[src/rtl/scene_pkg.sv]
// Shared scene geometry, address type and a shift-add row-base helper.
package scene_pkg;

    localparam int unsigned SCENE_W      = 320;
    localparam int unsigned SCENE_H      = 240;
    localparam int unsigned SCENE_ADDR_W = 17;
    localparam int unsigned INDEX_W      = 4;
    localparam int unsigned SCROLL_W     = 9;

    typedef logic [SCENE_ADDR_W-1:0] scene_addr_t;

    // sy * w as a sum of shifted copies of sy; w is a constant at every call site.
    function automatic scene_addr_t row_base(input logic [8:0] sy, input int unsigned w);
        scene_addr_t acc;
        acc = '0;
        for (int i = 0; i < int'(SCENE_ADDR_W); i++) begin
            if (w[i]) begin
                acc = acc + (scene_addr_t'(sy) << i);
            end
        end
        return acc;
    endfunction

endpackage

[src/rtl/scene_scroll_ctrl.sv]
// Horizontal scroll offset register with modulo-width wrap, updated once per frame.
// Scrolling is compiled in only when SCENE_SCROLL_EN is defined; otherwise scroll stays 0.
module scene_scroll_ctrl
    import scene_pkg::*;
#(
    parameter int unsigned W = scene_pkg::SCENE_W
) (
    input  logic                Clk,
    input  logic                Reset_n,
    input  logic                frame_start,
    input  logic [3:0]          scroll_step,
    input  logic                scroll_dir,
    output logic [SCROLL_W-1:0] scroll
);

`ifdef SCENE_SCROLL_EN
    localparam logic [SCROLL_W:0] WIDTH = (SCROLL_W + 1)'(W);

    logic [SCROLL_W-1:0] scroll_d;
    logic [SCROLL_W:0]   sum;
    logic [SCROLL_W:0]   diff;

    // Both operands stay below W, so one conditional correction is enough.
    always_comb begin
        sum  = {1'b0, scroll} + (SCROLL_W + 1)'(scroll_step);
        diff = {1'b0, scroll} - (SCROLL_W + 1)'(scroll_step);
        if (!scroll_dir) begin
            scroll_d = (sum >= WIDTH) ? SCROLL_W'(sum - WIDTH) : sum[SCROLL_W-1:0];
        end else begin
            scroll_d = diff[SCROLL_W] ? SCROLL_W'(diff + WIDTH) : diff[SCROLL_W-1:0];
        end
    end

    always_ff @(posedge Clk) begin
        if (!Reset_n) begin
            scroll <= '0;
        end else if (frame_start) begin
            scroll <= scroll_d;
        end
    end
`else
    logic unused_scroll_inputs;
    assign unused_scroll_inputs = ^{Clk, Reset_n, frame_start, scroll_step, scroll_dir};
    assign scroll = '0;
`endif

endmodule

[src/rtl/scene_index_fetch.sv]
// 2x-upscaled, horizontally scrolled scene ROM fetch: draw coordinate to palette index in 3 cycles.
// Optional scrolling is enabled with the SCENE_SCROLL_EN macro (see scene_scroll_ctrl).
module scene_index_fetch #(
    parameter int unsigned SCENE_W = scene_pkg::SCENE_W,
    parameter int unsigned SCENE_H = scene_pkg::SCENE_H,
    parameter int unsigned LAT     = 3
) (
    input  logic                              Clk,
    input  logic                              Reset_n,
    input  logic                              frame_start,
    input  logic [3:0]                        scroll_step,
    input  logic                              scroll_dir,
    input  logic                              draw_en,
    input  logic [9:0]                        draw_x,
    input  logic [9:0]                        draw_y,
    output logic [scene_pkg::SCENE_ADDR_W-1:0] rom_addr,
    input  logic [scene_pkg::INDEX_W-1:0]      rom_data,
    output logic [scene_pkg::INDEX_W-1:0]      index,
    output logic                              index_valid
);

    localparam logic [9:0] WIDTH = 10'(SCENE_W);

    logic [8:0]             scroll;
    logic [8:0]             sx;
    logic [8:0]             sy;
    logic [9:0]             col_sum;
    logic [8:0]             cx;
    scene_pkg::scene_addr_t addr_d;
    logic [2:0]             valid_q;
    logic                   unused_lsb;

    scene_scroll_ctrl #(
        .W (SCENE_W)
    ) u_scroll (
        .Clk         (Clk),
        .Reset_n     (Reset_n),
        .frame_start (frame_start),
        .scroll_step (scroll_step),
        .scroll_dir  (scroll_dir),
        .scroll      (scroll)
    );

    assign sx         = draw_x[9:1];
    assign sy         = draw_y[9:1];
    assign unused_lsb = ^{draw_x[0], draw_y[0]};

    always_comb begin
        col_sum = {1'b0, sx} + {1'b0, scroll};
        cx      = (col_sum >= WIDTH) ? 9'(col_sum - WIDTH) : col_sum[8:0];
        addr_d  = scene_pkg::row_base(sy, SCENE_W) + scene_pkg::scene_addr_t'(cx);
    end

    // Stage 1 registers the address, the ROM supplies stage 2, stage 3 captures the index.
    always_ff @(posedge Clk) begin
        if (!Reset_n) begin
            rom_addr <= '0;
            valid_q  <= '0;
            index    <= '0;
        end else begin
            rom_addr <= addr_d;
            valid_q  <= {valid_q[1:0], draw_en};
            index    <= valid_q[1] ? rom_data : '0;
        end
    end

    assign index_valid = valid_q[2];

endmodule

[config.mk]
export PLATFORM = sky130hd
export DESIGN_NAME = scene_index_fetch
export DESIGN_NICKNAME = d
export VERILOG_FILES = /design/src/rtl/scene_pkg.sv /design/src/rtl/scene_scroll_ctrl.sv /design/src/rtl/scene_index_fetch.sv
export SDC_FILE = /design/constraint.sdc
export NUM_CORES = 1
export LEC_CHECK = 0
export ABC_AREA = 1
export CELL_PAD_IN_SITES_DETAIL_PLACEMENT = 0
export CELL_PAD_IN_SITES_GLOBAL_PLACEMENT = 1
export CORE_MARGIN = 8
export CORE_UTILIZATION = 42
export CTS_CLUSTER_DIAMETER = 50
export DETAILED_ROUTE_END_ITERATION = 16
export DONT_BUFFER_PORTS = 1
export PLACE_DENSITY_LB_ADDON = 0.3
export SLEW_MARGIN = 20
export SYNTH_ARGS = -nofsm -noshare
export SYNTH_HDL_FRONTEND = slang
export SYNTH_SLANG_ARGS = --single-unit
[constraint.sdc]
create_clock -name Clk -period 2.87 [get_ports Clk]
set_input_delay 0.574 -clock Clk [delete_from_list [all_inputs] [get_ports Clk]]
set_output_delay 0.574 -clock Clk [all_outputs]
set_load 0.05 [all_outputs]
* Word-level counts from Yosys, hierarchy flattened
Index checks and enable logic that the tools add are counted.
** Storage, ports and cells
- Register bits after elaboration :: 24
- Input bits :: 33
- Output and inout bits :: 22
- Word-level logic and storage cells :: 9
** Cells by class
- Add/sub/neg operators :: 3
- Magnitude comparators :: 1
- Multiplexer cells :: 1
- Reduce and logical (&&, ||, !) cells :: 1
** Operators by type and width (count)
- adder 15 x 17 -> 17 bit :: 1
- adder 17 x 9 -> 17 bit :: 1
- >= comparator 9 bit (second input constant) :: 1
- 2-to-1 mux 9 bit :: 1
- subtractor 9 bit (second input constant) :: 1
- AND reduction 2 bit :: 1

* Longest topological paths before layout
- Depth in word-level cells :: 3
- Gate-level depth with buffers :: 18
- Depth with buffers taken out :: 18

* Cells and area by module
From an unflattened synthesis, not the netlist that was laid out.
** Second synthesis, totals
- Cells, all modules :: 256
- Area total of the unflattened synthesis :: 1800.5 µm²
** By module, submodules not included
- scene_index_fetch :: instances 1, cells each 246, area an instance 1729.2 µm², seq. area each 480.5 µm²
- scene_scroll_ctrl :: instances 1, cells each 10, area an instance 71.3 µm², seq. area each 0.0 µm²

* Worst setup path before layout
No wires, ideal clock.
- Kind :: input to register
- Start :: in draw_x[8]
- End :: reg rom_addr[15] (netlist name)
- Setup time :: 0.115 ns
- Arrival time :: 2.492 ns
- Data required time :: 2.755 ns
- Path slack :: 0.263 ns
- Stages :: 14
- Path buffers :: 0
- Path through :: inv_1 -> ha_1 -> nand4_1 -> nand3_1 -> nand3b_1 -> o21ai_0 -> ha_1 -> ha_1 -> inv_1 -> fa_1 -> o21ai_2 -> nand2_1 -> a21oi_1 -> nor2_1
** Between the ends
- Cells in the longest elaborated chain, start to end :: 3
- Elaborated cells on any way between the ends :: 4
- Those cells by class :: 2 x add/sub; 1 x order compare; 1 x mux
** RTL lines
- from (decl) :: line scene_index_fetch.sv:14 : input logic [9:0] draw_x,
- subtractor 9 bit / >= comparator 9 bit (equally long branches) :: line scene_index_fetch.sv:50 : cx = (col_sum >= WIDTH) ? 9'(col_sum - WIDTH) : col_sum[8:0];
- 2-to-1 mux 9 bit (*) :: line scene_index_fetch.sv:50
- adder 17 x 9 -> 17 bit (*) :: line scene_index_fetch.sv:51 : addr_d = scene_pkg::row_base(sy, SCENE_W) + scene_pkg::scene_addr_t'(cx);
- to (signal assigned) :: line scene_index_fetch.sv:61 : rom_addr <= addr_d;
- to (decl) :: line scene_index_fetch.sv:16 : output logic [scene_pkg::SCENE_ADDR_W-1:0] rom_addr,
Mark *: on every way between the ends. The rest lies on a longest branch, timed or not.
A chain may end at the register's enable or synchronous reset.

* Final worst setup path
- Start :: in draw_x[8]
- End :: reg rom_addr[13] (netlist name)
Same word-level chain as after synthesis.

==> impl_results.md <==
* Synth Area in Adders at 0.213
* Fin nets at around 230
* Total power at roughly 0.00079 W
* CTS sink cnt at 24
* Placed Instances at 207
* Synth Area per Inst at about 7.5 µm²
* Synth cell types at 16
* WP data required at roughly 3000 ps
* Setup crit end kind: flop
* Worst Path Max Fanout at 4
* Synthesized Nets at ~230
* Simple-gate share of the synthesized area at 0.223
* DRC violations left at 0
* Vias in the first global route at 1052
* Initial antenna violation count at 0
* Ant diodes at 0
* Layout cells sized above 1 at 0.0393
* Gate Count Post-Synth at between 150 and 200
* Tmin final at about 2500 ps
* Post-Synth XOR/XNOR Area at 0.00672
* Mapped Area at roughly 1300 µm²
* Total Wirelength at approximately 2600 µm
* Hold/Removal Path Class: input port to flop
* Maximum clock rate at 0.406 GHz
* First-pass GRT wire length at about 4600 µm
* Hold_buf cts at 0
* Final hold vios at 0
* Tcrit/Tclk final at 0.858
* Die area at 5140 µm²
* WS Path Type: input port to flop
* WP data arrival at between 2000 and 3000 ps
* Slew headroom at 0.665
* Reg clk slew, reported paths at approximately 120 ps
* Total setup buffers inserted after CTS at 0
* All-Layer GR Usage at 0.111
* Die H at roughly 70 µm
* Worst-Skew Late Latency at approximately 300 ps
* RSZ-0062 raised after global routing: no
* Mux share of post-synthesis cell area at 0
* Synth Area in Compound Gates at 0.0701
* Flop-to-flop setup slack at 2280 ps
* Clock buffer count from CTS at 3
* Detail Route Antenna Nets at 0
* Final Setup Violations at 0
* Die W at between 70 and 80 µm
* Num ports at 55
* FF+latch count, synth at 24
* Worst-Margin Slew at around 500 ps
* Seq/Total Area, Yosys at 0.369
* Clock skew at ~7.4 ps
* LEAKAGE at about 0.8 nW
* Main combinational cell family by area after synthesis: simple AND/OR/NAND/NOR gates
* Initial DRC count at 40
* Detail Placement HPWL at between 2000 and 2500 µm
* H-tree depth at 1
* Pin count of the biggest net entering global routing at 20
* Clock tree root driver cell: clkbuf_4
* CTS tree: built
* Area grow syn2layout at 5.85%
* Core ar. at between 3000 and 4000 µm²
* Post_cts resized at 0
* IO buf count at 0
* Status: complete, no violations
* Num rows at 20
* Setup TNS at 0 ps
* Pwr dens at ~570 nW/µm²
* Max clock buf depth at 2
* Pre-antenna DRT Iters at 4
* Synth warnings at 0
* Fin Hold WS at between 300 and 400 ps
* # Max-Cap Violations at 0
* Worst Setup Start Kind: input port
* Per-cell routed wire length at approximately 12 µm
* Final Non-Filler Cells at ~210
* Final GP Congestion at approximately 0.8
* Vias at slightly above 1000
* Initial Util at 0.434
* Vias per Instance at 4.88
* GRT overflow at 0
* Slew Limit Fails at 0
* Peak supply drop at between 0.0003 and 0.0004 V
## worst max-delay path, stage by stage
cell and delay (ps):
inv_1 50, ha_1 180, nand4_1 90, nand3_1 110, nand2_1 80, nand2_1 60, fa_1 490, fa_1 500
o21ai_2 210, nand2_1 90, a21oi_1 150, nor2_1 60
## power breakdown
group	switching (W)	internal (W)	total (W)
combinational	0.0000916	0.0000634	0.000155
sequential	0.000110	0.000362	0.000472
clock	0.0000876	0.0000773	0.000165
## cell type report
cell class                      instances  area [µm²]
Clock buffer                            4        36.3
Timing Repair Buffer                    2        15.0
Inverter                               37         139
Sequential cell                        24         480
Multi-Input combinational cell        111         668
Tap cell                               33        41.3
Fill cell                             318        1620
## layout by cell type, fill, tap and decap left out
master and instances:
xor2_1 1, a21oi_1 11, buf_4 2, o21a_1 1
ha_1 19, nand3_1 9, nand4_1 2, nor2_1 21
nand3b_1 1, inv_1 37, nand2_1 39, clkbuf_4 3
o21ai_0 4, clkbuf_8 1, dfxtp_1 24, o21ai_2 1
fa_1 2
## Yosys cell counts (all sizes together)
master   n  area [µm²]
fa       2        40.0
ha      19         238
nand4    2        12.5
o21a     1        7.51
nand3b   1        7.51
nor2    21        78.8
dfxtp   24         480
o21ai    5        28.8
nand3    9        45.0
nand2   39         146
a21oi   11        55.1
xor2     1        8.76
buf      2        16.3
inv     37         139
## registers in the layout (all words and copies together), names as in the netlist
signal,count
valid_q,3
index,4
rom_addr,17
## per-stage QoR
step / utilization / area (µm²) / setup WS, ps
final: 0.460 / 1380 / 408
after global routing: 0.460 / 1380 / 231
after CTS: 0.460 / 1380 / 415
after detailed placement: 0.448 / 1340 / 93.3
after global placement: 0.448 / 1340 / 119
after floorplan: - / 1300 / 263
## cells by family after synthesis
group	count (synthesis)
simple gates	72
buf+inv	39
flops	24
fa+ha+maj	21
compound gates	17
xor+xnor	1
## layer usage
| metal | part of all wire | GRT usage | vias to the layer above |
|---|---|---|---|
| li1 | - | - | 543 |
| met1 | 0.38 | 0.103 | 454 |
| met2 | 0.50 | 0.195 | 30 |
| met3 | 0.12 | 0.0809 | 2 |
| met4 | 0.0031 | 0.0136 | 0 |
| met5 | 0 | 0 | - |
## worst paths after layout
path / startpoint / end / depth (start not counted)
setup / recovery: draw_x[8] / rom_addr[13]$_SDFF_PN0_ / 12
hold reg to reg: valid_q[0]$_SDFF_PN0_ / valid_q[1]$_SDFF_PN0_ / 2
hold / removal: draw_x[6] / rom_addr[5]$_SDFF_PN0_ / 2
setup reg to reg: valid_q[1]$_SDFF_PN0_ / valid_q[2]$_SDFF_PN0_ / 2
Power figures use the tool's default switching activity.
